**src/rtl/dfd_pkg.sv**
```systemverilog
// Shared types and widths for the DFD APB request arbiter and related bus-sharing logic.
package dfd_pkg;

  localparam int unsigned DFD_APB_ADDR_WIDTH  = 23;
  localparam int unsigned DFD_APB_DATA_WIDTH  = 32;
  localparam int unsigned DFD_APB_PSTRB_WIDTH = 4;

  typedef enum logic [1:0] {
    StIdle,
    StSetup,
    StAccess
  } dfd_apb_arb_state_e;

  // Latched APB request; sized by the package widths.
  typedef struct packed {
    logic [DFD_APB_ADDR_WIDTH-1:0]  addr;
    logic                           write;
    logic [DFD_APB_DATA_WIDTH-1:0]  wdata;
    logic [DFD_APB_PSTRB_WIDTH-1:0] strb;
  } dfd_apb_req_t;

endpackage

```
**src/rtl/dfd_rr_arbiter.sv**
```systemverilog
// Round-robin arbiter: combinational one-hot winner plus the priority pointer register.
// The winner is the first requesting index strictly after the pointer, modulo NUM_REQ.
module dfd_rr_arbiter #(
  parameter int unsigned NUM_REQ = 2,
  localparam int unsigned IdxW   = (NUM_REQ > 1) ? $clog2(NUM_REQ) : 1
) (
  input  logic               i_clk,
  input  logic               i_reset_n,
  input  logic [NUM_REQ-1:0] i_req,
  input  logic               i_grant,
  output logic [NUM_REQ-1:0] o_gnt_onehot,
  output logic [IdxW-1:0]    o_gnt_idx,
  output logic               o_any
);

  logic [IdxW-1:0] r_ptr;
  logic [IdxW-1:0] w_idx;
  logic            w_found;
  int unsigned     w_cand;

  // Scan from pointer+1 around to the pointer itself; first hit wins.
  always_comb begin
    w_found = 1'b0;
    w_idx   = '0;
    w_cand  = 0;
    for (int unsigned k = 1; k <= NUM_REQ; k++) begin
      w_cand = (32'(r_ptr) + k) % NUM_REQ;
      if (!w_found && i_req[IdxW'(w_cand)]) begin
        w_found = 1'b1;
        w_idx   = IdxW'(w_cand);
      end
    end
  end

  assign o_any        = w_found;
  assign o_gnt_idx    = w_idx;
  assign o_gnt_onehot = w_found ? (NUM_REQ'(1) << w_idx) : '0;

  // Pointer moves to the winner only when the grant is actually taken.
  always_ff @(posedge i_clk) begin
    if (!i_reset_n) begin
      r_ptr <= IdxW'(NUM_REQ - 1);
    end else if (i_grant && w_found) begin
      r_ptr <= w_idx;
    end
  end

endmodule

```
**src/rtl/dfd_apb_req_arbiter.sv**
```systemverilog
// Shares one APB master port between NUM_REQ requesters: round-robin grant, APB setup/access
// sequencing, registered per-requester response and an access-phase timeout.
module dfd_apb_req_arbiter
  import dfd_pkg::*;
#(
  parameter int unsigned NUM_REQ        = 2,
  parameter int unsigned ADDR_W         = DFD_APB_ADDR_WIDTH,
  parameter int unsigned DATA_W         = DFD_APB_DATA_WIDTH,
  parameter int unsigned STRB_W         = DFD_APB_PSTRB_WIDTH,
  parameter int unsigned TIMEOUT_CYCLES = 256
) (
  input  logic                           i_clk,
  input  logic                           i_reset_n,
  input  logic [NUM_REQ-1:0]             i_req_valid,
  output logic [NUM_REQ-1:0]             o_req_ready,
  input  logic [NUM_REQ-1:0][ADDR_W-1:0] i_req_addr,
  input  logic [NUM_REQ-1:0]             i_req_write,
  input  logic [NUM_REQ-1:0][DATA_W-1:0] i_req_wdata,
  input  logic [NUM_REQ-1:0][STRB_W-1:0] i_req_strb,
  output logic [NUM_REQ-1:0]             o_rsp_valid,
  output logic [DATA_W-1:0]              o_rsp_rdata,
  output logic                           o_rsp_err,
  output logic                           o_rsp_timeout,
  output logic                           o_timeout_sticky,
  output logic [ADDR_W-1:0]              o_paddr,
  output logic                           o_psel,
  output logic                           o_penable,
  output logic [STRB_W-1:0]              o_pstrb,
  output logic                           o_pwrite,
  output logic [DATA_W-1:0]              o_pwdata,
  input  logic                           i_pready,
  input  logic [DATA_W-1:0]              i_prdata,
  input  logic                           i_pslverr
);

  localparam int unsigned IdxW = (NUM_REQ > 1) ? $clog2(NUM_REQ) : 1;
  localparam int unsigned CntW = (TIMEOUT_CYCLES == 0) ? 1 : $clog2(TIMEOUT_CYCLES + 1);
  localparam logic [CntW-1:0] CntMax =
      (TIMEOUT_CYCLES == 0) ? '0 : CntW'(TIMEOUT_CYCLES - 1);

  dfd_apb_arb_state_e r_state, w_state_d;
  dfd_apb_req_t       r_req, w_req_d;
  logic [IdxW-1:0]    r_idx, w_idx_d;
  logic [CntW-1:0]    r_cnt, w_cnt_d;
  logic [NUM_REQ-1:0] r_rsp_valid, w_rsp_valid_d;
  logic [DATA_W-1:0]  r_rsp_rdata, w_rsp_rdata_d;
  logic               r_rsp_err, w_rsp_err_d;
  logic               r_rsp_timeout, w_rsp_timeout_d;
  logic               r_sticky, w_sticky_d;

  logic               w_grant;
  logic               w_any;
  logic               w_expire;
  logic [IdxW-1:0]    w_win_idx;
  logic [NUM_REQ-1:0] w_win_onehot;

  dfd_rr_arbiter #(
    .NUM_REQ (NUM_REQ)
  ) u_rr_arbiter (
    .i_clk        (i_clk),
    .i_reset_n    (i_reset_n),
    .i_req        (i_req_valid),
    .i_grant      (w_grant),
    .o_gnt_onehot (w_win_onehot),
    .o_gnt_idx    (w_win_idx),
    .o_any        (w_any)
  );

  assign w_expire = (TIMEOUT_CYCLES != 0) && (r_cnt == CntMax);

  // Next-state, request latch, timeout counter and response generation.
  always_comb begin
    w_state_d       = r_state;
    w_req_d         = r_req;
    w_idx_d         = r_idx;
    w_cnt_d         = r_cnt;
    w_rsp_valid_d   = '0;
    w_rsp_rdata_d   = '0;
    w_rsp_err_d     = 1'b0;
    w_rsp_timeout_d = 1'b0;
    w_sticky_d      = r_sticky;
    w_grant         = 1'b0;
    unique case (r_state)
      StIdle: begin
        // Gated by reset so req_ready stays low while reset is asserted.
        if (w_any && i_reset_n) begin
          w_grant       = 1'b1;
          w_state_d     = StSetup;
          w_cnt_d       = '0;
          w_idx_d       = w_win_idx;
          w_req_d.addr  = DFD_APB_ADDR_WIDTH'(i_req_addr[w_win_idx]);
          w_req_d.write = i_req_write[w_win_idx];
          w_req_d.wdata = i_req_write[w_win_idx] ?
                          DFD_APB_DATA_WIDTH'(i_req_wdata[w_win_idx]) : '0;
          w_req_d.strb  = i_req_write[w_win_idx] ?
                          DFD_APB_PSTRB_WIDTH'(i_req_strb[w_win_idx]) : '0;
        end
      end
      StSetup: begin
        w_state_d = StAccess;
      end
      StAccess: begin
        // pready wins over a simultaneous timeout expiry.
        if (i_pready) begin
          w_state_d     = StIdle;
          w_rsp_valid_d = NUM_REQ'(1) << r_idx;
          w_rsp_rdata_d = r_req.write ? '0 : i_prdata;
          w_rsp_err_d   = i_pslverr;
        end else if (w_expire) begin
          w_state_d       = StIdle;
          w_rsp_valid_d   = NUM_REQ'(1) << r_idx;
          w_rsp_err_d     = 1'b1;
          w_rsp_timeout_d = 1'b1;
          w_sticky_d      = 1'b1;
        end else begin
          w_cnt_d = r_cnt + CntW'(1);
        end
      end
      default: begin
        w_state_d = StIdle;
      end
    endcase
  end

  // State and datapath registers; reset drops any in-flight transfer silently.
  always_ff @(posedge i_clk) begin
    if (!i_reset_n) begin
      r_state       <= StIdle;
      r_req         <= '0;
      r_idx         <= '0;
      r_cnt         <= '0;
      r_rsp_valid   <= '0;
      r_rsp_rdata   <= '0;
      r_rsp_err     <= 1'b0;
      r_rsp_timeout <= 1'b0;
      r_sticky      <= 1'b0;
    end else begin
      r_state       <= w_state_d;
      r_req         <= w_req_d;
      r_idx         <= w_idx_d;
      r_cnt         <= w_cnt_d;
      r_rsp_valid   <= w_rsp_valid_d;
      r_rsp_rdata   <= w_rsp_rdata_d;
      r_rsp_err     <= w_rsp_err_d;
      r_rsp_timeout <= w_rsp_timeout_d;
      r_sticky      <= w_sticky_d;
    end
  end

  assign o_req_ready      = w_grant ? w_win_onehot : '0;
  assign o_psel           = (r_state != StIdle);
  assign o_penable        = (r_state == StAccess);
  assign o_paddr          = ADDR_W'(r_req.addr);
  assign o_pwrite         = r_req.write;
  assign o_pwdata         = DATA_W'(r_req.wdata);
  assign o_pstrb          = STRB_W'(r_req.strb);
  assign o_rsp_valid      = r_rsp_valid;
  assign o_rsp_rdata      = r_rsp_rdata;
  assign o_rsp_err        = r_rsp_err;
  assign o_rsp_timeout    = r_rsp_timeout;
  assign o_timeout_sticky = r_sticky;

endmodule

```
**config.mk**
```make
export PLATFORM = sky130hd
export DESIGN_NAME = dfd_apb_req_arbiter
export DESIGN_NICKNAME = d
export VERILOG_FILES = /design/src/rtl/dfd_pkg.sv /design/src/rtl/dfd_rr_arbiter.sv /design/src/rtl/dfd_apb_req_arbiter.sv
export SDC_FILE = /design/constraint.sdc
export NUM_CORES = 1
export LEC_CHECK = 0
export CORE_ASPECT_RATIO = 0.9
export CORE_MARGIN = 5
export CORE_UTILIZATION = 35
export CTS_BUF_LIST = sky130_fd_sc_hd__clkbuf_8
export DETAILED_ROUTE_END_ITERATION = 8
export HOLD_SLACK_MARGIN = 0.02
export PLACE_DENSITY = 0.78
export SLEW_MARGIN = 30
export SYNTH_ARGS = -nofsm -noshare
export SYNTH_HDL_FRONTEND = slang
export SYNTH_SLANG_ARGS = --single-unit
```
**constraint.sdc**
```tcl
create_clock -name i_clk -period 1.9 [get_ports i_clk]
set_input_delay 0.285 -clock i_clk [delete_from_list [all_inputs] [get_ports i_clk]]
set_output_delay 0.285 -clock i_clk [all_outputs]
set_load 0.02 [all_outputs]
```
=== Yosys cells after proc, flatten, opt, wreduce, memory -nomap -nowiden ===
Index checks and enable logic that the tools add are counted.

* Add/subtract/negate cells: 3
* Multiply operators: 0
* Divide/modulo/power cells: 0
* Magnitude comparators: 3
* Equal/unequal tests: 7
* Shifts and indexed selects: 2
* Multiplexer cells: 34
* Bitwise logic cells: 3
* Reduce and logical (&&, ||, !) cells: 14

{| class="wikitable"
|+ Operator list
! operator !! number
|-
| $mux 32 || 3
|-
| $mux 23 || 2
|-
| $mux 9 || 3
|-
| $pmux 9 s2 || 1
|-
| $mux 1 || 14
|-
| $mux 2 || 7
|-
| $mux 4 || 3
|-
| $add 9x1->9 const B || 1
|-
| $eq 9x8->1 const B || 1
|-
| $lt 1x2->1 const B || 3
|-
| $ne 2x2->1 const B || 3
|-
| $pmux 2 s3 || 1
|-
| $reduce_and 2->1 || 3
|-
| $reduce_and 4->1 || 1
|-
| $reduce_bool 2->1 || 2
|-
| $reduce_or 4->1 || 1
|-
| $shl 1x1->2 const A || 2
|-
| $logic_and 1x1->1 || 3
|-
| $ne 3x1->1 const B || 1
|-
| $not 1->1 || 3
|-
| $reduce_and 3->1 || 1
|-
| $reduce_or 3->1 || 1
|-
| $add 1x1->1 const B || 2
|-
| $eq 2x1->1 const B || 1
|-
| other kinds (3) || 3
|}

* Register bits: 110
* Bits in latches: 0
* Memory bits (writable): 0
* Memory bits (read-only): 0
* Bits of input ports: 158
* Output and inout bits: 101
* Logic and storage cells: 79
* Memories kept: 0

=== Logic depth before layout (Yosys ltp) ===
* Depth in word-level cells: 11
* Depth in mapped cells: 9
* Depth with buffers taken out: 7

=== Cells and area by module ===
Synthesis repeated with hierarchy kept, for this count alone.

* Cells, all modules: 442
* Area, all modules: 4,495.6 um^2

{| class="wikitable"
|+ Modules (own cells, without submodules)
! module !! instances !! cells each !! area each (um^2) !! sequential area each (um^2)
|-
| dfd_apb_req_arbiter || 1 || 433 || 4,423.0 || 2,182.1
|-
| dfd_rr_arbiter || 1 || 9 || 72.6 || 20.0
|}

=== Worst setup path after synthesis ===
Ideal clock, no wire load.

* Kind: register to register
* From: reg r_cnt[0]
* To: reg r_cnt[5]
* Setup time: 0.071 ns
* Arrival time: 2.029 ns
* Data required time: 1.829 ns
* Slack: -0.200 ns
* Cell stages (with the launch flop): 9
* Buffers on the path: 1
* Period minus slack after synthesis: 2.100 ns
* Cells stage by stage: dfxtp_1 > ha_1 > nand3_1 > nor2_1 > ha_1 > or4b_1 > clkbuf_2 > or4_1 > a21oi_1

* Elaborated cells between the ends (all ways): 7
* Those cells by class: 1 x add/sub; 2 x eq/ne; 3 x mux; 1 x reduce/logical

{| class="wikitable"
|+ RTL lines
! what !! RTL line !! source
|-
| from (decl) || dfd_apb_req_arbiter.sv:44 || <nowiki>logic [CntW-1:0] r_cnt, w_cnt_d;</nowiki>
|-
| from (signal assigned) || dfd_apb_req_arbiter.sv:141 || <nowiki>r_cnt <= w_cnt_d;</nowiki>
|-
| $eq 9x8->1 || dfd_apb_req_arbiter.sv:69 || <nowiki>assign w_expire = (TIMEOUT_CYCLES != 0) && (r_cnt == CntMax);</nowiki>
|-
| named net w_expire || dfd_apb_req_arbiter.sv:53 || <nowiki>logic w_expire;</nowiki>
|-
| $ne 2x2->1 (no source line) || n/a ||
|-
| $reduce_and 4->1 (no source line) || n/a ||
|}

The timed path passes the listed nets, and every way through them passes these cells. The select of a mux whose other input is x is not followed.
A chain may end at the register's enable or synchronous reset.

=== Worst setup path after layout ===
* From: reg r_cnt[1]
* To: reg r_cnt[7]

Same word-level chain as after synthesis.

==> impl_results.md <==
- Layout cells sized above 1: 10.5%
- Initial Util: 35.2%
- Crit path DAT: about 2.4 ns
- Final setup vio count: 5
- Largest cells by area after synthesis: dfxtp_1 50%, nand3_1 8.9%, a22oi_1 6.1%
- Final min period: 2.02 ns
- Period utilization: 106%
- Ys Warns: 0
- Largest net degree at the start of global routing: 60
- Reg-to-reg endpoint: r_cnt[7]
- Cell row count: 39
- Final setup margin: -0.121 ns
- Final Max Slew Viols: 0
- Worst hold path class: in -> reg
- Syn Std Cell Area: 0.00442 mm²
- Antenna viol nets, final: 0
- Fin Setup TNS: -0.506 ns
- Die Y: around 120 µm
- R2r setup slk: -0.12 ns
- Synth area leader: dfxtp_1
- FMAX: about 500 MHz
- Leakage power: ~2.9 nW
- DR vias/cell: 5.31
- Multi-input gate area: slightly above 0.002 mm²
- Commonest non-fill, non-tap cell in the layout: clkdlybuf4s50_1
- WP data required: between 2 and 2.5 ns
- Crit Path Class: reg -> reg
- Hold Startpoint: i_prdata[9]
- Crit path launch type: flip-flop
- Syn Area/Cell: between 8 and 9 µm²
- Post-DP HPWL: between 10000 and 15000 µm
- CP max FO: 7
- Total wire length: 16400 µm
- Hold-fix buffer count after cts: 0
- Least-Margin Pin Slew: between 0.6 and 0.7 ns
- Maxcap violations: 0
- Num CTS Buffers: 9
- Clk slew on worst S/H paths: 0.12 ns
- Slew headroom: 58.7%
- Routability-driven placement congestion ratio: between 0.7 and 0.8
- First DRT Iteration DRCs: about 310
- Nets: around 900
- Crit end category: flip-flop
- Top-Level Pins: between 200 and 300
- Ant diodes: 0
- Clock root cell: clkbuf_8
- Overall Power: 5.88 mW
- DP Worst Slack: -0.225 ns
- Worst-case reg-to-reg path depth: 7
- P per Cell Area: between 700 and 800 mW/mm²
- Num Clock Sinks: 110
- Yosys top cell area share: 49.8%
- CTS tree: done
- Die X-Extent: roughly 130 µm
- Reg-to-Reg Start: r_cnt[1]
- Initial antenna violation count: 0
- Number of global-route vias before repair: between 4000 and 5000
- Status: finished, violations left
- Post-synthesis sequential area ratio: roughly 50%
- First-pass GRT wire length: roughly 25000 µm
- Area Overhead vs Synth: 75.0%
- GRT overflow: 0
- Maximum VDD drop: 0.420 mV
- Max Root-Sink Buffers: 2
- H-tree levels: 3
- Final hold vios: 0
- Total iterations of the first detailed-routing run: 5
- Clock skew: 0.0138 ns
- Fill count: 1032
- Sequential cell area: 0.00220 mm²
- Gate Count Post-Synth: slightly above 500
- Number of storage elements in the synthesis netlist: 110
- RSZ-0062 raised after global routing: true
- Die Area: approximately 0.015 mm²
- Leading cell types in the layout, fill and taps excluded: 253 x clkdlybuf4s50_1, 108 x dfxtp_1, 78 x nand3_1
- Clock Latency Late Sink: a little under 0.4 ns
- WHS Endpoint: o_rsp_rdata[9]
- GRT Overall Usage: between 20% and 30%
- Port Buffers: between 200 and 300
- Violated checks: negative setup slack
- WHS Path Cells: 2
- Residual DRC: 0
- Count of cell types in the netlist: 36
- Post-Syn Nets: between 600 and 700
- Core Area: between 0.01 and 0.015 mm²
- Wire per inst: 17.5 µm
- Vias: 4968
flip-flops by register name (all words and copies together), names as in the netlist, 2 cells and up:
name and count:
r_state 2, o_pwdata 32, o_paddr 23, o_rsp_rdata 32
r_cnt 9, o_rsp_valid 2, o_pstrb 4
worst max path at each step:
| stage | depth (start not counted) | endpoint | slack (ns) | from |
|---|---|---|---|---|
| 2_1_floorplan | 8 | r_cnt[5] | -0.08 | r_cnt[1] |
| 3_3_place_gp | 4 | r_cnt[5] | -0.14 | i_pready |
| 6_report | 7 | r_cnt[7] | -0.12 | r_cnt[1] |
| 4_1_cts | 7 | r_cnt[5] | -0.12 | r_cnt[1] |
| 5_1_grt | 6 | r_cnt[7] | -0.17 | r_cnt[5] |
| 3_5_place_dp | 4 | r_cnt[5] | -0.22 | i_pready |
cell families (layout without fill, tap and decap cells):
logic type / after synthesis / in the layout / synth area share (%)
flip-flops: 110 / 110 / 49.8
multiplexers: 2 / 2 / 0.453
AND/OR/NAND/NOR: 188 / 188 / 21.7
AO/OA/AOI/OAI: 141 / 141 / 21.6
adder cells (fa/ha/maj): 2 / 2 / 0.566
buffers and inverters: 64 / 329 / 5.83
Yosys cell counts, drive strengths merged:
| library cell | instances |
|---|---|
| a31oi | 36 |
| and2 | 32 |
| nor2 | 7 |
| or3b | 1 |
| nand3 | 79 |
| a22oi | 36 |
| a21boi | 1 |
| o22ai | 1 |
| ha | 2 |
| or2 | 2 |
| o21a | 2 |
| nor3b | 1 |
| inv | 12 |
| a21bo | 1 |
| or3 | 3 |
| a311oi | 20 |
| buf | 8 |
| nand4 | 2 |
| o31ai | 3 |
| o21ai | 4 |
| nor4b | 1 |
| o211ai | 3 |
| clkbuf | 44 |
| nor3 | 3 |
| mux2i | 2 |
| or4b | 1 |
| o221ai | 3 |
| nand2b | 6 |
| dfxtp | 110 |
| or4 | 3 |
| nand2 | 47 |
| a21oi | 31 |
critical path: stages (launching register included):
cell and delay, ns:
dfxtp_2 0.35, ha_4 0.16, nand3_2 0.06, nor2_1 0.04, ha_2 0.18, or4b_4 0.54
or4_1 0.51, a21oi_2 0.13
timing repair:
| action | CTS | global route |
|---|---|---|
| endpoints found under the setup margin | 10 | 19 |
| pin swaps | 1 | 6 |
| setup buffers | 2 | 1 |
| cloned | 0 | 0 |
| resized for setup | 12 | 7 |
power breakdown:
group / internal (mW) / total [mW] / switching [mW]
registers: 2.50 / 2.60 / 0.103
logic: 0.853 / 1.62 / 0.771
clock network: 0.803 / 1.66 / 0.858
total: 4.15 / 5.88 / 1.73
metal layers:
layer | global-route usage [%] | wire [µm] | up-vias
li1 | - | - | 2365
met1 | 24.3 | 6320 | 2326
met2 | 36.1 | 8110 | 253
met3 | 7.18 | 1670 | 24
met4 | 8.42 | 299 | 0
met5 | 0 | 0 | -
stage by stage:
step	hold slack [ns]	area [µm²]	std cells	util (%)
after floorplan	0.401	4440	507	-
after global placement	0.408	7450	917	59.4
after detailed placement	0.425	7450	917	59.4
after CTS	0.407	7710	935	61.5
after global routing	0.415	7740	936	61.7
final	0.438	7740	936	61.7
area by class of cell:
cell class	instances	area share (%)
clock buffers	10	1.78
flip-flops and latches	110	28.5
inverters	12	0.582
clock inverters	6	1.26
multi-input cells	333	26.2
well taps	164	2.65
repair buffers	301	39.0
Power figures use the tool's default switching activity.
